==> src/rtl/seg_scan_ctrl.sv <==
// seg_scan_ctrl: multiplexed seven-segment scan with frame-aligned double-buffered digit updates
module seg_scan_ctrl #(
  parameter int DIGITS = 4,
  parameter int DWELL  = 100000
) (
  input  logic                  clk,
  input  logic                  rst_n,
  input  logic                  enable,
  input  logic                  lz_blank_en,
  input  logic                  wr_valid,
  output logic                  wr_ready,
  input  logic [4*DIGITS-1:0]   wr_data,
  output logic [3:0]            num,
  output logic [DIGITS-1:0]     an,
  output logic                  frame_done
);
  localparam int CW = $clog2(DWELL);
  localparam int IW = $clog2(DIGITS);
  logic [CW-1:0]       cnt;
  logic [IW-1:0]       idx, idx_nx;
  logic [4*DIGITS-1:0] active, pending;
  logic                pend, tick, wrap, commit, blank;
  logic [DIGITS-1:0]   zero_up;
  logic [3:0]          dig;
  assign wr_ready = !pend;
  assign tick     = enable && cnt == CW'(DWELL - 1);
  assign wrap     = tick && idx == IW'(DIGITS - 1);
  assign commit   = pend && (wrap || !enable);
  // next digit index plus its value and leading-zero blank decision
  always_comb begin
    idx_nx = (!enable || wrap) ? '0 : tick ? idx + IW'(1) : idx;
    zero_up[DIGITS-1] = active[4*DIGITS-1 -: 4] == 4'h0;
    for (int i = DIGITS - 2; i >= 0; i--) zero_up[i] = zero_up[i+1] && active[4*i +: 4] == 4'h0;
    dig   = active[{idx_nx, 2'b00} +: 4];
    blank = lz_blank_en && idx_nx != '0 && zero_up[idx_nx];
  end
  // dwell prescaler and digit index
  always_ff @(posedge clk or negedge rst_n) begin
    if (!rst_n) begin
      cnt <= '0;
      idx <= '0;
    end else begin
      cnt <= (!enable || tick) ? '0 : cnt + CW'(1);
      idx <= idx_nx;
    end
  end
  // posted-value capture and frame-boundary commit
  always_ff @(posedge clk or negedge rst_n) begin
    if (!rst_n) begin
      pending <= '0;
      active  <= '0;
      pend    <= 1'b0;
    end else if (commit) begin
      active <= pending;
      pend   <= 1'b0;
    end else if (wr_valid && !pend) begin
      pending <= wr_data;
      pend    <= 1'b1;
    end
  end
  // registered anode/decoder outputs with a dead cycle on every tick
  always_ff @(posedge clk or negedge rst_n) begin
    if (!rst_n) begin
      an         <= '1;
      num        <= 4'hF;
      frame_done <= 1'b0;
    end else begin
      an         <= (!enable || tick) ? '1 : ~(DIGITS'(1) << idx_nx);
      num        <= (!enable || tick || blank) ? 4'hF : dig;
      frame_done <= wrap;
    end
  end
endmodule

==> config.mk <==
export PLATFORM = sky130hd
export DESIGN_NAME = seg_scan_ctrl
export DESIGN_NICKNAME = d
export VERILOG_FILES = /design/src/rtl/seg_scan_ctrl.sv
export SDC_FILE = /design/constraint.sdc
export NUM_CORES = 1
export LEC_CHECK = 0
export ABC_AREA = 1
export BUFFER_PORTS_ARGS = -buffer_cell sky130_fd_sc_hd__buf_2
export CORE_ASPECT_RATIO = 0.8
export CORE_MARGIN = 1
export CORE_UTILIZATION = 58
export DETAILED_ROUTE_END_ITERATION = 12
export GPL_TIMING_DRIVEN = 0
export PLACE_DENSITY = 0.82
export SYNTH_ARGS = -nofsm -noshare
export SYNTH_HDL_FRONTEND = slang
export SYNTH_SLANG_ARGS = --single-unit
==> constraint.sdc <==
create_clock -name clk -period 2.6 [get_ports clk]
set_clock_uncertainty 0.05 [all_clocks]
set_input_delay 0.52 -clock clk [delete_from_list [all_inputs] [get_ports clk]]
set_output_delay 0.52 -clock clk [all_outputs]
set_load 0.005 [all_outputs]
==> flow_summary.yaml, run 1 <==
finish:
  fillers: 365
  regArea_sq_mm: 0.00154
  diodes: 0
  multi_input_area_sq_mm: 0.00119
  final_nets: 394
  drive_above_1_share: 0.255
  area_growth_syn_to_layout_pct: 15.3
floorplanning:
  ios: 31
  rows: 22
  die_height_microns: 65.4
  start_util: 0.619
  die_w_microns: 81.3
  die_area_sq_mm: 0.00532
  core_region_area_sq_mm: 0.00471
synth:
  synth_flop_cell: "dfrtp_1"
  synth_edf_count: 0
  synth_cell_types: 34
  synth_top_area_frac: 0.455
  synth_area_leaders: "dfrtp_1 (45%), nand2_1 (10%), dfstp_2 (7.2%)"
  synth_top_family_by_area: "simple AND/OR/NAND/NOR gates"
  synth_simple_gate_area_frac: 0.293
  synthAdderAreaFrac: 0.00858
  synth_area_sq_mm: 0.00292
  yosys_warnings: 0
  synth_cells: 331
  synth_area_leader_cell: "dfrtp_1"
  synth_xor_area_frac: 0.00901
  synth_nets: 354
  avgSynthCellArea_sq_um: 8.81
  ys_ff_latch: 61
  synth_seq_area_share: 0.527
  synth_compound_area_frac: 0.0601
  synth_mux_area_frac: 0.0386
  synthArstFlopShare: 1.00
timing:
  max_clock_freq_mhz: 460
  finalMaxSlewViolations: 0
  post-route-period-util: 0.836
  tightest_slew_ns: 0.719
  whs_ns: 0.182
  finalCriticalPeriod_ns: 2.17
  hold_viol: 0
  tns_ns: 0
  relSlewSlack: 0.521
  setup_viol: 0
  rsz0062_at_grt: "no"
critical_path:
  slowest_delay_ns: 0.37
  critPathMaxFanout: 10
  end_kind: "flip-flop"
  r2r-start: "cnt[0]$_DFF_PN0_"
  reg2reg_depth: 13
  worst-path-buf-inv: 1
  rrSetupSlack_ns: 0.43
  worstPathArrival_ns: 2.39
  crit_slowest_cell: "dfrtp_1"
  critPathKind: "flip-flop to flip-flop"
  timing.rr.end: "num[0]$_DFF_PN1_"
  critPathTopFamily: "simple AND/OR/NAND/NOR gates"
  startpoint_type: "flip-flop"
  cp_data_required_time_ns: 2.81
  crit_chain: "ha_1 -> nand2_1 -> nor2_2 -> nand3_2 -> nor2_4 -> nand2_2 -> o21ai_4 -> nor2_4 -> buf_6 -> nand3_1 -> nand2_1 -> nor2_1 -> nand3_1"
  cp.depth: 13
detailed_routing:
  detail-route-antenna-nets: 0
  drt_iter0_markers: 217
  avgViaCountPerCell: 5.35
  drt_first_pass_iters: 4
  routed_wl_microns: 5750
  vias: 2332
  drc_errors: 0
  wl_per_cell_microns: 13.2
global_route:
  grt_pass1_wl_microns: 9940
  antenna_found_initial: 0
  grt_max_degree: 62
  global_route.usage.total: 0.257
  grt_overflow_total: 0
  grt_pass1_vias: 2210
run:
  maxCapViolCount: 0
cts:
  numCtsBuffers: 9
  htreeDepth: 3
  cts_setup_buffers: 0
  clk_pin_slew_worst_paths_ns: 0.07
  cts_tree: "yes"
  hold_buffers: 0
  cts_resized: 0
  cts_sinks: 61
  clk_latency_ns: 0.35
  cts-root-buf: "clkbuf_8"
  cts.path.max_buffers: 2
power_and_ir_drop:
  ir_drop_mv: 0.435
  power_leakage_nw: 1.57
  p_per_area_mw_per_mm2: 732
place:
  place_congestion: 0.936
  port_buffers: 29
  dp_hpwl_microns: 4170
run_status:
  status: "completed"
worst_hold_path:
  worst_hold_path_type: "input port to async pin"
[stage by stage]
| stage | utilization | area [sq um] | cells | setup slack [ns] | total power [W] |
|---|---|---|---|---|---|
| global route | 0.714 | 3360 | 436 | 0.158 | 0.00259 |
| CTS | 0.713 | 3360 | 436 | 0.445 | 0.00248 |
| finish | 0.714 | 3360 | 436 | 0.427 | 0.00246 |
| detailed placement | 0.666 | 3140 | 420 | 0.459 | 0.00154 |
| global placement | 0.666 | 3140 | 420 | 0.523 | 0.00152 |
| floorplan | - | 2920 | 331 | 0.786 | 0.00142 |
[sequential cells by signal, indices dropped and copies added, names as in the netlist]
name / flops
pending: 16
cnt: 17
frame_done: 1
num: 4
an: 4
idx: 2
pend: 1
active: 16
[per-layer routing]
metal,global-route usage,vias up,wire (microns),part of all wire
met1,0.354,1091,2690,0.47
met2,0.379,82,2560,0.44
met4,0.127,0,70,0.012
li1,-,1151,-,-
met5,0,-,0,0
met3,0.0639,8,429,0.075
[worst reg2reg max path, cell delays in order (launching register included)]
cell and delay [ns]:
dfrtp_1 0.37, ha_1 0.19, nand2_1 0.07, nor2_2 0.21, nand3_2 0.12, nor2_4 0.15
nand2_2 0.09, o21ai_4 0.22, nor2_4 0.08, buf_6 0.14, nand3_1 0.09, nand2_1 0.07
nor2_1 0.15, nand3_1 0.09
[worst max path at each step]
stage	start	endpoint	slack (ns)
global route	cnt[0]$_DFF_PN0_	num[2]$_DFF_PN1_	0.16
CTS	cnt[0]$_DFF_PN0_	num[0]$_DFF_PN1_	0.44
finish	cnt[0]$_DFF_PN0_	num[0]$_DFF_PN1_	0.43
global placement	cnt[0]$_DFF_PN0_	num[0]$_DFF_PN1_	0.52
detailed placement	cnt[0]$_DFF_PN0_	num[0]$_DFF_PN1_	0.46
floorplan	cnt[0]$_DFF_PN0_	num[0]$_DFF_PN1_	0.79
[layout make-up]
type	instances	area share
repair buffers	29	0.0439
clock inverters	7	0.0294
flip-flops and latches	61	0.457
well taps	60	0.0223
inverters	31	0.0346
plain buffers	11	0.0205
clock buffers	9	0.0369
multi-input cells	228	0.355
[Yosys cell counts (2+ instances only)]
master    instances
buf_2             4
o21ai_1           6
nor3_1            7
nor2_1           39
dfrtp_1          53
inv_1            27
dfstp_2           8
buf_6             2
ha_1              2
nor4_1            2
nand3_2           3
xor2_1            2
buf_4             2
clkbuf_1          2
nand2_4           2
inv_2             4
nor2_2            3
nand4_1           6
a21oi_1          15
nand2_2           6
nor2_4            4
mux2_2           10
nand3_1          30
nand2_1          78
o21ai_0           5
[cells by family (layout without fill, tap and decap cells)]
logic type	after synthesis	in the layout
simple gates	182	182
flops	61	61
buf+inv	42	87
compound gates	31	31
mux	10	10
xor+xnor	3	3
fa+ha+maj	2	2
[cells in the final DEF, fill, tap and decap left out, drive strengths merged]
cell and instances:
a21oi 15, o21ai 12, ha 2, nand2 86, nor2 46, a21boi 1, nand3 33, nand4 6
mux2 10, buf 38, o21a 1, clkinvlp 1, dfrtp 53, inv 32, clkinv 3, nor4 2
clkbuf 11, xor2 2, a31oi 1, bufinv 2, o31ai 1, dfstp 8, xnor2 1, nor3 9
[where the power goes]
group          total, W  switching (W)  internal [W]
clock network  0.000932       0.000389      0.000543
logic          0.000320       0.000183      0.000137
registers       0.00121      0.0000997       0.00111
Power figures use the tool's default switching activity.
==> inputs of run 2 (changes only) <==
CORE_UTILIZATION = 52   (was 58)
PLACE_DENSITY = 0.78   (was 0.82)
clock period = 1.8 ns   (was 2.6 ns; I/O delays follow)
==> run 2 against run 1 <==
Effect of this change:
- the flow now finishes with violations (negative setup slack)
- non-clock buffer count rose by 13
- power rose by 37%
- die area rose by 11%
- sequential power rose by 45%
- sequential share of layout area fell by 3.4 points
- clock-buffer cell count rose by 1
- global-route usage fell by 2.9 points
- fmax rose by 5.6%
- clock power rose by 19%
- wire length rose by 12%
- combinational power rose by 54%
- worst hold slack got worse by 0.16 ns
==> flow_summary.yaml, run 2 (synthesized netlist as in run 1, its figures left out) <==
finish:
  area_growth_syn_to_layout_pct: 24.7
  regArea_sq_mm: 0.00154
  final_nets: 407
  final_cell_mix: "nand2_1 (70), dfrtp_1 (53), buf_2 (29)"
  fillers: 410
  max_flop_register: "cnt"
  final_cells: 464
  multi_input_area_sq_mm: 0.00137
  top_regs: "cnt (17), active (16), pending (16)"
  layout_commonest_cell: "nand2_1"
  diodes: 0
  largest_reg_flops: 17
  drive_above_1_share: 0.370
power_and_ir_drop:
  p_sw_frac: 0.296
  p_switching_w: 0.000996
  power_leakage_nw: 1.68
  p_seq_frac: 0.522
  combPwrFrac: 0.147
  internal-power_w: 0.00237
  ir_drop_mv: 0.660
  p_per_area_mw_per_mm2: 925
  clkPwrFrac: 0.331
timing:
  timing.final.ws_setup_ns: -0.258
  tightest_slew_ns: 0.723
  finalMaxSlewViolations: 0
  finalCriticalPeriod_ns: 2.06
  max_clock_freq_mhz: 486
  hold_viol: 0
  post-route-period-util: 1.14
  setup_viol: 10
  relSlewSlack: 0.518
  rsz0062_at_grt: "yes"
global_route:
  global_route.usage.total: 0.229
  grt_pass1_wl_microns: 9960
  grt_max_degree: 62
  antenna_found_initial: 0
  grt_pass1_vias: 2138
  grt_overflow_total: 0
critical_path:
  cp_data_required_time_ns: 2.02
  rrSetupSlack_ns: -0.26
  startpoint_type: "flip-flop"
  critPathKind: "flip-flop to flip-flop"
  end_kind: "flip-flop"
  reg2reg_depth: 13
  r2r-start: "cnt[0]$_DFF_PN0_"
  critPathMaxFanout: 5
  timing.rr.end: "num[2]$_DFF_PN1_"
  worstPathArrival_ns: 2.27
run_status:
  violations: "negative setup slack"
  status: "complete, but fails checks"
floorplanning:
  rows: 23
  core_region_area_sq_mm: 0.00521
  die_area_sq_mm: 0.00591
  die_w_microns: 85.7
  start_util: 0.560
  ios: 31
  die_height_microns: 69.0
detailed_routing:
  avgViaCountPerCell: 5.31
  drt_first_pass_iters: 8
  dr.max_layer_used: "met4"
  wl_per_cell_microns: 13.9
  met2_length_microns: 2850
  met3_wirelength_microns: 429
  drc_errors: 0
  wl_met1_microns: 2940
  vias: 2463
  drt_iter0_markers: 196
  detail-route-antenna-nets: 0
  routed_wl_microns: 6430
place:
  pre_cts_ws_ns: -0.300
  port_buffers: 29
  place_inst: 435
  place_congestion: 0.937
  dp_hpwl_microns: 4010
cts:
  numCtsBuffers: 9
  cts_sinks: 61
  clk_latency_ns: 0.35
  clk_pin_slew_worst_paths_ns: 0.07
  htreeDepth: 3
  cts_tree: "yes"
  cts-root-buf: "clkbuf_8"
  cts.path.max_buffers: 2
worst_hold_path:
  worst_hold_path_type: "input port to async pin"
run:
  maxCapViolCount: 0
==> run 2: changes by cell type in the layout (fill, tap and decap cells not counted), moves of 4 or more <==
cell,previous run,this run
nor2_1,39,28
nand3_2,3,11
nor2_2,3,7
nand2_1,78,70
buf_4,3,16
nand3_1,30,22
nand2_2,6,11
nor2_4,4,11
==> run 2: layout make-up <==
| class | instances | area share |
|---|---|---|
| Clock inverter | 6 | 0.0131 |
| Timing Repair Buffer | 42 | 0.0706 |
| Sequential cell | 61 | 0.423 |
| Clock buffer | 10 | 0.0379 |
| Multi-Input combinational cell | 228 | 0.376 |
| Inverter | 31 | 0.0320 |
| Buffer | 11 | 0.0220 |
| Tap cell | 75 | 0.0258 |
==> run 2: how the worst max path moves through the flow <==
stage / from / end / slack, ns / depth (start not counted)
global placement: cnt[0]$_DFF_PN0_ / num[0]$_DFF_PN1_ / -0.28 / 13
CTS: cnt[0]$_DFF_PN0_ / num[0]$_DFF_PN1_ / -0.26 / 13
floorplan: cnt[0]$_DFF_PN0_ / num[0]$_DFF_PN1_ / -0.01 / 13
global route: cnt[0]$_DFF_PN0_ / num[0]$_DFF_PN1_ / -0.36 / 13
finish: cnt[0]$_DFF_PN0_ / num[2]$_DFF_PN1_ / -0.26 / 13
detailed placement: cnt[0]$_DFF_PN0_ / num[0]$_DFF_PN1_ / -0.30 / 13
==> run 2: timing repair <==
item | 4_1_cts | 5_1_grt
buffers inserted | 5 | 7
gates cloned | 1 | 0
pin swaps | 13 | 27
setup endpoints to repair | 38 | 42
hold buffers | 0 | 0
gates resized for setup | 20 | 37
==> run 2: metal layers <==
metal	global-route usage	vias up
met3	0.0750	21
met4	0.0979	0
li1	-	1179
met2	0.334	109
met5	0	-
met1	0.314	1154
==> run 2: per-stage QoR <==
stage	hold WS [ns]	utilization	TNS [ns]	instance area [sq um]	total power, W
CTS	0.175	0.661	-1.20	3440	0.00335
global route	0.0854	0.698	-4.80	3630	0.00355
floorplan	0.0144	-	-0.0411	2920	0.00204
finish	0.0256	0.698	-1.24	3630	0.00336
detailed placement	0.410	0.606	-4.56	3150	0.00222
global placement	0.401	0.606	-3.42	3150	0.00220
==> run 2: worst max-delay path, stage by stage, from the launching register on <==
cell and delay [ns]:
dfrtp_1 0.36, ha_2 0.19, nand2_2 0.07, nor2_4 0.15, nand3_2 0.11, nor2_4 0.14
nand2_2 0.08, o21ai_4 0.24, nor2_4 0.10, buf_6 0.15, nand3_1 0.06, nand2_1 0.06
nor2_2 0.10, nand3_1 0.10
==> run 2: power by group through the flow <==
stage / clock network [W] / logic, W / registers, W
2_1_floorplan: 0 / 0.000321 / 0.00172
3_3_place_gp: 0 / 0.000439 / 0.00176
3_5_place_dp: 0 / 0.000454 / 0.00177
4_1_cts: 0.00114 / 0.000463 / 0.00175
5_1_grt: 0.00120 / 0.000565 / 0.00179
6_report: 0.00111 / 0.000494 / 0.00176
==> inputs of run 3 (changes only) <==
BUFFER_PORTS_ARGS = -buffer_cell sky130_fd_sc_hd__buf_4   (was -buffer_cell sky130_fd_sc_hd__buf_2)
CORE_UTILIZATION = 25   (was 52)
PLACE_DENSITY = 0.45   (was 0.78)
SLEW_MARGIN = 30   (was not set)
==> run 3 against run 2 <==
Effect of this change:
- the run still ends with negative setup slack left
- clock power is 63% higher
- via count is 3.2% lower
- die area is 100% higher
- fmax is 3.0% higher
- register-to-register slack better by 0.06 ns
- flip-flop and latch count stayed put
- critical path type unchanged
==> flow_summary.yaml, run 3 (synthesized netlist as in run 1, its figures left out) <==
detailed_routing:
  wl_per_cell_microns: 12.8
  drt_iter0_markers: 105
  vias: 2383
  routed_wl_microns: 6980
  drt_first_pass_iters: 4
  detail-route-antenna-nets: 0
  avgViaCountPerCell: 4.38
  drc_errors: 0
finish:
  area_growth_syn_to_layout_pct: 41.5
  post-route-util: 0.372
  max_flop_register: "cnt"
  drive_above_1_share: 0.420
  final_cells: 544
  largest_reg_flops: 17
  layout_commonest_cell: "nand2_1"
  regArea_sq_mm: 0.00154
  final_nets: 418
  fillers: 1126
  diodes: 0
  top_regs: "cnt (17), active (16), pending (16)"
  multi_input_area_sq_mm: 0.00144
  final_cell_mix: "nand2_1 (66), dfrtp_1 (53), buf_4 (48)"
run_status:
  violations: "negative setup slack"
  status: "complete, but fails checks"
cts:
  cts_tree: "yes"
  htreeDepth: 3
  clk_latency_ns: 0.33
  cts.path.max_buffers: 2
  clk_pin_slew_worst_paths_ns: 0.05
  numCtsBuffers: 9
  cts-root-buf: "clkbuf_16"
  cts_sinks: 61
power_and_ir_drop:
  ir_drop_mv: 0.381
  power_leakage_nw: 1.87
  power_w: 0.00412
  p_per_area_mw_per_mm2: 999
floorplanning:
  die_area_sq_mm: 0.0121
  die_w_microns: 123
  rows: 34
  die_height_microns: 98.6
  ios: 31
  core_region_area_sq_mm: 0.0111
  start_util: 0.263
critical_path:
  rrSetupSlack_ns: -0.20
  critPathMaxFanout: 8
  setup.worst_path.start: "cnt[0]$_DFF_PN0_"
  startpoint_type: "flip-flop"
  reg2reg_depth: 13
  critPathKind: "flip-flop to flip-flop"
  cp-endpoint: "num[2]$_DFF_PN1_"
  timing.rr.end: "num[2]$_DFF_PN1_"
  worstPathArrival_ns: 2.22
  end_kind: "flip-flop"
  cp_data_required_time_ns: 2.02
  r2r-start: "cnt[0]$_DFF_PN0_"
run:
  maxCapViolCount: 0
timing:
  finalMaxSlewViolations: 0
  hold_viol: 0
  tightest_slew_ns: 0.776
  max_clock_freq_mhz: 500
  rsz0062_at_grt: "yes"
  post-route-period-util: 1.11
  finalCriticalPeriod_ns: 2.00
  setup_viol: 12
  relSlewSlack: 0.483
  timing.final.ws_setup_ns: -0.198
  tns_ns: -1.13
place:
  pre_cts_ws_ns: -0.314
  place_congestion: 0.862
  place_inst: 504
  dp_hpwl_microns: 4600
  port_buffers: 29
worst_hold_path:
  worst_hold_path_type: "input port to async pin"
global_route:
  grt_max_degree: 62
  global_route.usage.total: 0.121
  antenna_found_initial: 0
  grt_pass1_vias: 2251
  grt_overflow_total: 0
  grt_pass1_wl_microns: 11100
-- run 3: cell count changes in the layout (fill, tap and decap cells not counted), moves of 5 or more --
cell / previous run / this run
nand3_1: 22 / 17
buf_6: 5 / 11
buf_2: 29 / 1
clkbuf_16: 0 / 10
clkbuf_8: 10 / 0
nand3_2: 11 / 16
buf_4: 16 / 48
-- run 3: final cells by class --
class	count	share of cell area
Multi-Input combinational cell	228	0.348
Clock inverter	7	0.0218
Clock buffer	9	0.0546
Sequential cell	61	0.372
Inverter	31	0.0294
Timing Repair Buffer	53	0.102
Buffer	11	0.0279
Tap cell	144	0.0437
-- run 3: critical path, cell delays in order, from the launching register on --
cell and delay (ns):
dfrtp_1 0.35, ha_2 0.19, nand2_2 0.07, nor2_4 0.14, nand3_2 0.10, nor2_4 0.15
nand3_2 0.11, nand2_2 0.10, nand2_4 0.07, nor2_4 0.28, nor2_4 0.07, nor2_4 0.11
nand2_4 0.08, nand3_2 0.07
-- run 3: metrics by stage --
step                instance area, sq um  hold slack [ns]
global route                        4130            0.155
global placement                    3310            0.404
floorplan                           2920           0.0144
detailed placement                  3310            0.405
CTS                                 3800            0.109
finish                              4130           0.0654
-- run 3: layer usage --
metal,up-vias,global-route usage,part of all wire
met1,1117,0.179,0.52
met4,0,0.0507,0.018
met3,11,0.0330,0.039
met2,52,0.162,0.42
li1,1203,-,-
met5,-,0,0
-- run 3: worst min path at each step --
stage	from	endpoint	slack [ns]
detailed placement	cnt[0]$_DFF_PN0_	cnt[0]$_DFF_PN0_	0.40
CTS	rst_n	pending[11]$_DFFE_PN0P_	0.11
global route	rst_n	cnt[13]$_DFF_PN0_	0.16
finish	rst_n	cnt[13]$_DFF_PN0_	0.07
floorplan	rst_n	active[0]$_DFFE_PN0P_	0.01
global placement	cnt[0]$_DFF_PN0_	cnt[0]$_DFF_PN0_	0.40
-- run 3: power breakdown --
part           switching, W  internal (W)
clock              0.000609       0.00120
combinational      0.000284      0.000264
sequential         0.000158       0.00161
-- run 3: repair_timing --
action,CTS,global route
setup buffers,9,14
gates cloned,2,0
resized for setup,27,64
endpoints found under the setup margin,37,42
pin swaps,14,24
hold endpoints to repair,0,0
hold buffers,0,0
